===== src/rtl/sobel_window_ctrl.sv =====
// Sobel window sequencing controller: tracks frame/line/pixel position from the camera
// stream and flags the cycles where the 3x3 window holds a complete in-image neighbourhood.
module sobel_window_ctrl #(
    parameter int IMG_WIDTH  = 640,
    parameter int IMG_HEIGHT = 480,
    parameter int CW         = 10,
    parameter int RW         = 9
) (
    input  logic          sclk,
    input  logic          s_rst_n,
    input  logic          enable,
    input  logic          vsync,
    input  logic          original_href,
    input  logic          original_wrreq,
    output logic          win_valid,
    output logic [CW-1:0] win_col,
    output logic [RW-1:0] win_row,
    output logic          busy,
    output logic          frame_done,
    output logic          frame_err,
    output logic          line_err
);
    localparam logic [1:0] ST_IDLE = 2'd0;
    localparam logic [1:0] ST_FILL = 2'd1;
    localparam logic [1:0] ST_RUN  = 2'd2;
    localparam logic [1:0] ST_DONE = 2'd3;

    localparam logic [CW-1:0] COL_ZERO = {CW{1'b0}};
    localparam logic [CW-1:0] COL_ONE  = CW'(1);
    localparam logic [CW-1:0] COL_TWO  = CW'(2);
    localparam logic [CW-1:0] COL_MAX  = {CW{1'b1}};
    localparam logic [CW-1:0] COL_W    = CW'(IMG_WIDTH);
    localparam logic [RW-1:0] ROW_ZERO = {RW{1'b0}};
    localparam logic [RW-1:0] ROW_ONE  = RW'(1);
    localparam logic [RW-1:0] ROW_FILL = RW'(2);
    localparam logic [RW-1:0] ROW_H    = RW'(IMG_HEIGHT);

    logic          href_r;
    logic          vsync_r;
    logic [1:0]    state_r;
    logic [1:0]    state_nxt_s;
    logic [CW-1:0] col_cnt_r;
    logic [RW-1:0] row_cnt_r;
    logic [RW-1:0] row_inc_s;

    logic          accept_s;
    logic          line_end_s;
    logic          vs_fall_s;
    logic          vs_rise_s;
    logic          active_s;
    logic          frame_start_s;
    logic          abort_s;
    logic          row_step_s;

    logic          raw_valid_s;
    logic [CW-1:0] raw_col_s;
    logic [RW-1:0] raw_row_s;

    logic          vld_p1_r;
    logic [CW-1:0] col_p1_r;
    logic [RW-1:0] row_p1_r;
    logic          vld_p2_r;
    logic [CW-1:0] col_p2_r;
    logic [RW-1:0] row_p2_r;

    logic          busy_r;
    logic          frame_done_r;
    logic          frame_err_r;
    logic          line_err_r;

    assign accept_s      = original_href & original_wrreq;
    assign line_end_s    = href_r & ~original_href;
    assign vs_fall_s     = vsync_r & ~vsync;
    assign vs_rise_s     = ~vsync_r & vsync;
    assign active_s      = (state_r == ST_FILL) || (state_r == ST_RUN);
    assign frame_start_s = (state_r == ST_IDLE) && vs_fall_s && enable;
    assign abort_s       = active_s && vs_rise_s;
    // An href glitch with no pixels is not a line.
    assign row_step_s    = line_end_s && (col_cnt_r != COL_ZERO);
    assign row_inc_s     = row_cnt_r + ROW_ONE;

    // col_cnt is the 0-based index of the incoming pixel, so the window centre lags by one.
    assign raw_valid_s = accept_s && (state_r == ST_RUN) && (col_cnt_r >= COL_TWO);
    assign raw_col_s   = col_cnt_r - COL_ONE;
    assign raw_row_s   = row_cnt_r - ROW_ONE;

    // Next-state decode for the frame sequencer.
    always_comb begin
        state_nxt_s = state_r;
        case (state_r)
            ST_IDLE: begin
                if (frame_start_s) begin
                    state_nxt_s = ST_FILL;
                end else begin
                    state_nxt_s = ST_IDLE;
                end
            end
            ST_FILL: begin
                if (vs_rise_s) begin
                    state_nxt_s = ST_IDLE;
                end else if (row_step_s && (row_inc_s == ROW_FILL)) begin
                    state_nxt_s = ST_RUN;
                end else begin
                    state_nxt_s = ST_FILL;
                end
            end
            ST_RUN: begin
                if (vs_rise_s) begin
                    state_nxt_s = ST_IDLE;
                end else if (row_step_s && (row_inc_s == ROW_H)) begin
                    state_nxt_s = ST_DONE;
                end else begin
                    state_nxt_s = ST_RUN;
                end
            end
            ST_DONE: begin
                state_nxt_s = ST_IDLE;
            end
            default: begin
                state_nxt_s = ST_IDLE;
            end
        endcase
    end

    // Edge-detect registers and state register.
    always_ff @(posedge sclk or negedge s_rst_n) begin
        if (!s_rst_n) begin
            href_r  <= 1'b0;
            vsync_r <= 1'b0;
            state_r <= ST_IDLE;
        end else begin
            href_r  <= original_href;
            vsync_r <= vsync;
            state_r <= state_nxt_s;
        end
    end

    // Column/row position counters; frame start and abort take priority over line events.
    always_ff @(posedge sclk or negedge s_rst_n) begin
        if (!s_rst_n) begin
            col_cnt_r <= COL_ZERO;
            row_cnt_r <= ROW_ZERO;
        end else if (frame_start_s || abort_s) begin
            col_cnt_r <= COL_ZERO;
            row_cnt_r <= ROW_ZERO;
        end else if (line_end_s) begin
            col_cnt_r <= COL_ZERO;
            if (row_step_s) begin
                row_cnt_r <= row_inc_s;
            end else begin
                row_cnt_r <= row_cnt_r;
            end
        end else if (accept_s && (col_cnt_r != COL_MAX)) begin
            col_cnt_r <= col_cnt_r + COL_ONE;
        end else begin
            col_cnt_r <= col_cnt_r;
        end
    end

    // Two-stage window pipe matching the generator's process_wrreq delay; coordinates hold between pulses.
    always_ff @(posedge sclk or negedge s_rst_n) begin
        if (!s_rst_n) begin
            vld_p1_r <= 1'b0;
            col_p1_r <= COL_ZERO;
            row_p1_r <= ROW_ZERO;
            vld_p2_r <= 1'b0;
            col_p2_r <= COL_ZERO;
            row_p2_r <= ROW_ZERO;
        end else begin
            vld_p1_r <= raw_valid_s;
            vld_p2_r <= vld_p1_r;
            if (raw_valid_s) begin
                col_p1_r <= raw_col_s;
                row_p1_r <= raw_row_s;
            end
            if (vld_p1_r) begin
                col_p2_r <= col_p1_r;
                row_p2_r <= row_p1_r;
            end
        end
    end

    // Registered status outputs and one-cycle event pulses.
    always_ff @(posedge sclk or negedge s_rst_n) begin
        if (!s_rst_n) begin
            busy_r       <= 1'b0;
            frame_done_r <= 1'b0;
            frame_err_r  <= 1'b0;
            line_err_r   <= 1'b0;
        end else begin
            busy_r       <= (state_nxt_s == ST_FILL) || (state_nxt_s == ST_RUN);
            frame_done_r <= (state_nxt_s == ST_DONE);
            frame_err_r  <= abort_s;
            line_err_r   <= row_step_s && active_s && (col_cnt_r != COL_W);
        end
    end

    assign win_valid  = vld_p2_r;
    assign win_col    = col_p2_r;
    assign win_row    = row_p2_r;
    assign busy       = busy_r;
    assign frame_done = frame_done_r;
    assign frame_err  = frame_err_r;
    assign line_err   = line_err_r;

endmodule


===== config.mk =====
export PLATFORM = sky130hd
export DESIGN_NAME = sobel_window_ctrl
export DESIGN_NICKNAME = d
export VERILOG_FILES = /design/src/rtl/sobel_window_ctrl.sv
export SDC_FILE = /design/constraint.sdc
export NUM_CORES = 1
export LEC_CHECK = 0
export ABC_AREA = 1
export BUFFER_PORTS_ARGS = -buffer_cell sky130_fd_sc_hd__buf_2
export CAP_MARGIN = 20
export CORE_MARGIN = 8
export CORE_UTILIZATION = 47
export CTS_CLUSTER_DIAMETER = 150
export CTS_CLUSTER_SIZE = 8
export DETAILED_ROUTE_END_ITERATION = 6
export PLACE_DENSITY = 0.76
export SKIP_LAST_GASP = 1
export SYNTH_ARGS = -nofsm -noshare
export SYNTH_HDL_FRONTEND = slang
export SYNTH_SLANG_ARGS = --single-unit

===== constraint.sdc =====
create_clock -name sclk -period 3.45 [get_ports sclk]
set_clock_uncertainty 0.2 [all_clocks]
set_input_delay 0.69 -clock sclk [delete_from_list [all_inputs] [get_ports sclk]]
set_output_delay 0.69 -clock sclk [all_outputs]
set_load 0.02 [all_outputs]

==> impl_metrics.ini, run 1 <==
[clocking]
insertion_delay_ps = 350
cts_made_buffers = 9
cts_setup_buffers = 0
path_clk_slew_ps = 70
cts_buffer_depth = 2
clockRootBuffer = clkbuf_8
cts_resized = 0
htree_levels = 3
cts_sinks = 67
cts_tree = yes
holdBufCountCts = 0

[yosys]
yosysSeqAreaShare_pct = 48.6
synth.most_common_cell = nand2_1
yosysWarnings = 0
synth_edf_count = 0
synth_area_per_cell_um2 = 9.46
synth-adder-area-share_pct = 4.71
yosys-mux-area-fraction_pct = 6.20
synth_top_cell_by_area = dfrtp_1
synth_commonest_cells = 76 x nand2_1, 67 x dfrtp_1, 30 x inv_1, 30 x nor2_1, 19 x mux2_2
synth_xor_area_share_pct = 3.81
synth_compound_area_share_pct = 7.94
ys_seq_elements = 67
synth-simple-area-share_pct = 22.7
ys_types = 34
syn_inst = 365
synthesis.nets = 384
synthFlopType = dfrtp_1
async_flop_share_pct = 100
synth_top_area_share_pct = 48.6
syn-cell-area_um2 = 3450
synthTopCellsByArea = dfrtp_1 49%, nand2_1 8.3%, mux2_2 6.2%, ha_1 4.7%, xor2_1 3.3%
synth_top_family_by_area = simple AND/OR/NAND/NOR gates

[global_routing]
grt_antenna_before_repair = 0
grt_pass1_vias = 2441
grt_use_total_pct = 14.2
grt_overflow = 0
grt_pass1_wl_um = 11500
grt_max_degree = 68

[critical_path]
required_ps = 3480
startpoint = row_cnt_r[0]$_DFFE_PN0P_
critPathBufInv = 0
rrSetupSlack_ps = 1080
cp_max_fo = 6
worst-setup-path-type = register to register
crit_family = simple AND/OR/NAND/NOR gates
critPathMostFrequentCell = nand2_1
path_cells = ha_1, nand2_1, nor2_4, nand3_1, nand2_1, nand2_1, nor2_1, nand3_1, a21oi_1, ha_1
end_kind = register
setup.worst_path.start_class = register
timing.rr.start = row_cnt_r[0]$_DFFE_PN0P_
max_stage_delay_ps = 490
cp.arrival_ps = 2400
cp_slowest_cell = dfrtp_1

[power_and_ir_drop]
power.share.clock_pct = 33.1
share_seq_of_total_power_pct = 44.7
powerDensity_nw_per_um2 = 503
peakVddDrop_mv = 0.290
swShare_pct = 32.5
comb_power_share_pct = 22.3
p_sw_mw = 0.630
p_int_mw = 1.31
power.leakage_nw = 1.94

[placed_design]
gp_congestion = 0.882
port_buffers = 29
hpwl_um = 4810

[timing]
post-route-min-period_ps = 2370
fin_crit_sh_pct = 68.6
finalSetupTns_ps = 0
max_freq_mhz = 423
rsz0062_at_grt = false
finalSetupViolCount = 0
drv_slew = 0
tightest_slew_ps = 829
max_slew_margin_pct = 44.7
hold_viol_final = 0

[detailed_routing]
drtAntennaViolNets = 0
drtPass1Iterations = 4
routedWlPerCell_um = 13.0
drt_iter0_drc = 189
avgViaCountPerCell = 4.98
num_vias = 2508
wl_um = 6560
drc = 0

[floorplan]
fp.dieArea_um2 = 10300
die_h_um = 102
io_pins = 30
die_x_um = 102
rows = 31
core_area_um2 = 7180
initial_core_util_pct = 48.1

[min_path]
hold_path.class = input pin to register
hold_start = original_href

[cells_and_area]
area_delta_synth_final_pct = 11.7
antenna_cells = 0
seq_area_um2 = 1680
drive_gt1_share_pct = 27.2
final_util_pct = 53.7
multi_input_area_um2 = 1570
fillerInstances = 687
layout.nets = 419

[run_status]
status = complete, no violations

[run]
maxCapViolCount = 0
-- registers in the layout, indices dropped and copies added (netlist names), 2 cells and up --
signal     count
col_p1_r      10
col_cnt_r     10
state_r        2
row_cnt_r      9
win_col       10
row_p1_r       9
win_row        9
-- cell families after synthesis --
family,count (synthesis)
multiplexers,19
AND/OR/NAND/NOR,163
XOR/XNOR,15
buffers and inverters,43
flip-flops,67
adder cells (fa/ha/maj),13
AO/OA/AOI/OAI,45
-- layer usage --
layer / vias up / track usage (%) / share of wire [%]
li1: 1251 / - / -
met1: 1190 / 18.5 / 48
met2: 60 / 21.2 / 46
met3: 7 / 3.85 / 5.0
met4: 0 / 7.10 / 1.4
met5: - / 0 / 0
-- metrics by stage --
stage / setup WS, ps / total power, mW / hold WS [ps] / area (um2) / cells
floorplan: 1430 / 1.20 / 149 / 3450 / 365
global placement: 1220 / 1.30 / 274 / 3660 / 488
detailed placement: 1130 / 1.31 / 273 / 3660 / 488
CTS: 1090 / 1.96 / 258 / 3850 / 504
global route: 929 / 2.06 / 270 / 3850 / 504
finish: 1080 / 1.94 / 277 / 3850 / 504
-- worst register-to-register path, delay by kind of cell, from the launching register on --
kind | cells | cell delay (ps)
AOI/OAI and AO/OA | 1 | 200
adders and majority gates | 2 | 580
DFF | 1 | 490
and+or+nand+nor | 7 | 790
-- worst paths after layout --
path	depth (start not counted)	to
setup / recovery	10	busy$_DFF_PN0_
hold / removal	1	href_r$_DFF_PN0_
setup reg to reg	10	busy$_DFF_PN0_
hold reg to reg	2	row_p1_r[7]$_DFFE_PN0P_
max in group asynchronous	2	col_cnt_r[6]$_DFFE_PN0P_
min in group asynchronous	2	col_cnt_r[4]$_DFFE_PN0P_
-- layout make-up --
class	instances	area share (%)
Clock buffer	10	3.31
Tap cell	99	3.21
Timing Repair Buffer	31	4.15
Inverter	36	3.51
Sequential cell	67	43.5
Multi-Input combinational cell	255	40.6
Clock inverter	6	1.69
-- power by group through the flow --
stage | clock, mW | combinational [mW] | sequential, mW
after floorplan | 0 | 0.332 | 0.873
after global placement | 0 | 0.425 | 0.877
after detailed placement | 0 | 0.433 | 0.879
after CTS | 0.659 | 0.437 | 0.866
after global routing | 0.688 | 0.495 | 0.872
final | 0.641 | 0.432 | 0.866
-- cells in the final DEF (no fill, tap or decap), types with 6 or more instances in the layout --
master / Yosys / layout
ha_1: 13 / 13
o21ai_0: 7 / 7
buf_2: 3 / 29
mux2_2: 19 / 19
o21ai_1: 11 / 11
nand3_1: 14 / 14
clkbuf_8: 0 / 9
inv_1: 30 / 30
dfrtp_1: 67 / 67
a21oi_1: 11 / 11
inv_2: 6 / 6
nor2_1: 30 / 30
nand4_1: 8 / 8
o21ai_2: 10 / 10
nand2_2: 15 / 15
nand2_1: 76 / 76
xor2_1: 13 / 13
Note: power is estimated with default switching activity, not from simulation.
==> run 2: changes to the inputs <==
Settings changed: PLACE_DENSITY 0.76 to 0.79.
Clock period 3.45 ns to 2.1 ns, I/O delays scaled along.
==> run 2 against run 1 <==
  * Die area unchanged
  * Non-clock buffer count up 14
  * Combinational power increased by 93%
  * Count of clock-buffer cells in the layout stayed put
  * Power grew 79%
  * Cell count grew 2.6%
  * Worst setup slack worse by 1000 ps
  * Global-route usage is essentially flat
  * Critical endpoint unchanged
  * Largest cell class unchanged
==> impl_metrics.ini, run 2 (synthesized netlist as in run 1, its figures left out) <==
[cells_and_area]
final_util_pct = 56.4
fillerInstances = 634
area_delta_synth_final_pct = 17.1
mostFrequentLayoutCell = nand2_1
drive_gt1_share_pct = 31.1
antenna_cells = 0
layout.nets = 433
layout_common_cells = 76 x nand2_1, 66 x dfrtp_1, 29 x inv_1, 29 x buf_2, 28 x nor2_1

[detailed_routing]
routedWlPerCell_um = 13.4
drtPass1Iterations = 5
drtAntennaViolNets = 0
num_vias = 2626
drc = 0
avgViaCountPerCell = 5.08
wl_um = 6930
drt_iter0_drc = 160

[timing]
setup_slack_ps = 73.5
max_slew_margin_pct = 73.7
post-route-min-period_ps = 2030
worst_hold_slack_ps = 16.0
rsz0062_at_grt = true
max_freq_mhz = 493
tightest_slew_ps = 394
fin_crit_sh_pct = 96.5
finalSetupViolCount = 0
drv_slew = 0
hold_viol_final = 0

[floorplan]
io_pins = 30
fp.dieArea_um2 = 10300
die_x_um = 102
die_h_um = 102
rows = 31
core_area_um2 = 7180
initial_core_util_pct = 48.1

[critical_path]
worst-setup-path-type = register to register
cp_slowest_cell = dfrtp_1
max_stage_delay_ps = 370
timing.rr.start = row_cnt_r[0]$_DFFE_PN0P_
worstReg2RegEnd = busy$_DFF_PN0_
cp.arrival_ps = 2050
critPathBufInv = 0
crit_family = simple AND/OR/NAND/NOR gates
end_kind = register
r2r_cells = 11
critPathMostFrequentCell = nand2_1
rrSetupSlack_ps = 70
cp_max_fo = 4
path_cells = ha_2, nand2_1, nor2_4, nand3_1, nand2_1, nand2_1, nor2_1, nand2_1, nand2_1, a21oi_2, ha_1
required_ps = 2130
setup.worst_path.start_class = register
startpoint = row_cnt_r[0]$_DFFE_PN0P_

[power_and_ir_drop]
powerDensity_nw_per_um2 = 860
power.leakage_nw = 2.03
finalPower_mw = 3.48
peakVddDrop_mv = 0.434

[clocking]
cts_tree = yes
clockRootBuffer = clkbuf_8
htree_levels = 3
cts_made_buffers = 9
path_clk_slew_ps = 70
insertion_delay_ps = 340
cts_buffer_depth = 2
cts_sinks = 67

[min_path]
hold_start = original_href
hold_end = href_r$_DFF_PN0_
whs_path_depth = 1
hold_path.class = input pin to register

[global_routing]
grt_pass1_wl_um = 11700
grt_max_degree = 68
grt_antenna_before_repair = 0
grt_overflow = 0
grt_pass1_vias = 2559
grt_use_total_pct = 14.3

[placed_design]
gp_congestion = 0.910
port_buffers = 29
dp_slack_ps = 53.7
hpwl_um = 4880

[run_status]
status = complete, no violations

[run]
maxCapViolCount = 0
-- run 2: cell count changes in the layout (fill, tap and decap cells not counted), moves of 2 or more --
cell | previous run | this run
buf_12 | 0 | 2
ha_2 | 0 | 2
a21oi_1 | 11 | 9
nor2_1 | 30 | 28
buf_4 | 2 | 13
a21oi_2 | 0 | 2
bufinv_16 | 1 | 3
nor2_2 | 4 | 6
ha_1 | 13 | 11
-- run 2: report_power, final --
group / internal, mW / switching (mW) / total [mW]
sequential: 1.35 / 0.0420 / 1.39
clock: 0.780 / 0.476 / 1.26
combinational: 0.314 / 0.519 / 0.832
-- run 2: how the worst max path moves through the flow --
stage          cells past startpoint  slack (ps)             end
6_report                          11          70  busy$_DFF_PN0_
5_1_grt                           11         -60  busy$_DFF_PN0_
4_1_cts                           10          30  busy$_DFF_PN0_
3_5_place_dp                      10          50  busy$_DFF_PN0_
3_3_place_gp                       9         120  busy$_DFF_PN0_
2_1_floorplan                     10         130  busy$_DFF_PN0_
-- run 2: repair_timing --
action                                  CTS  global route
endpoints found under the hold margin    67             0
gates resized for setup                   0             8
hold buffers                              1             0
endpoints found under the setup margin    0             1
buffers inserted                          0             0
-- run 2: through the flow --
step | instances | setup TNS (ps) | instance area, um2
finish | 517 | 0 | 4040
CTS | 517 | 0 | 4030
global route | 517 | -55.2 | 4040
detailed placement | 501 | 0 | 3780
floorplan | 365 | 0 | 3450
global placement | 501 | 0 | 3780
-- run 2: area by class of cell --
| type | count | area (um2) | area share (%) |
|---|---|---|---|
| clock buffer | 10 | 128 | 3.16 |
| clock inverter | 5 | 103 | 2.54 |
| inverter | 36 | 135 | 3.34 |
| multi-input combinational | 255 | 1580 | 39.2 |
| sequential | 67 | 1680 | 41.5 |
| tap | 99 | 124 | 3.06 |
| timing repair buffer | 45 | 293 | 7.24 |
-- run 2: metal layers --
layer  part of all wire, %  wire (um)  track usage (%)
met1                    47       3240             18.8
met2                    46       3220             21.9
met3                   5.2        361             3.16
met4                   1.6        110             5.96
met5                     0          0                0
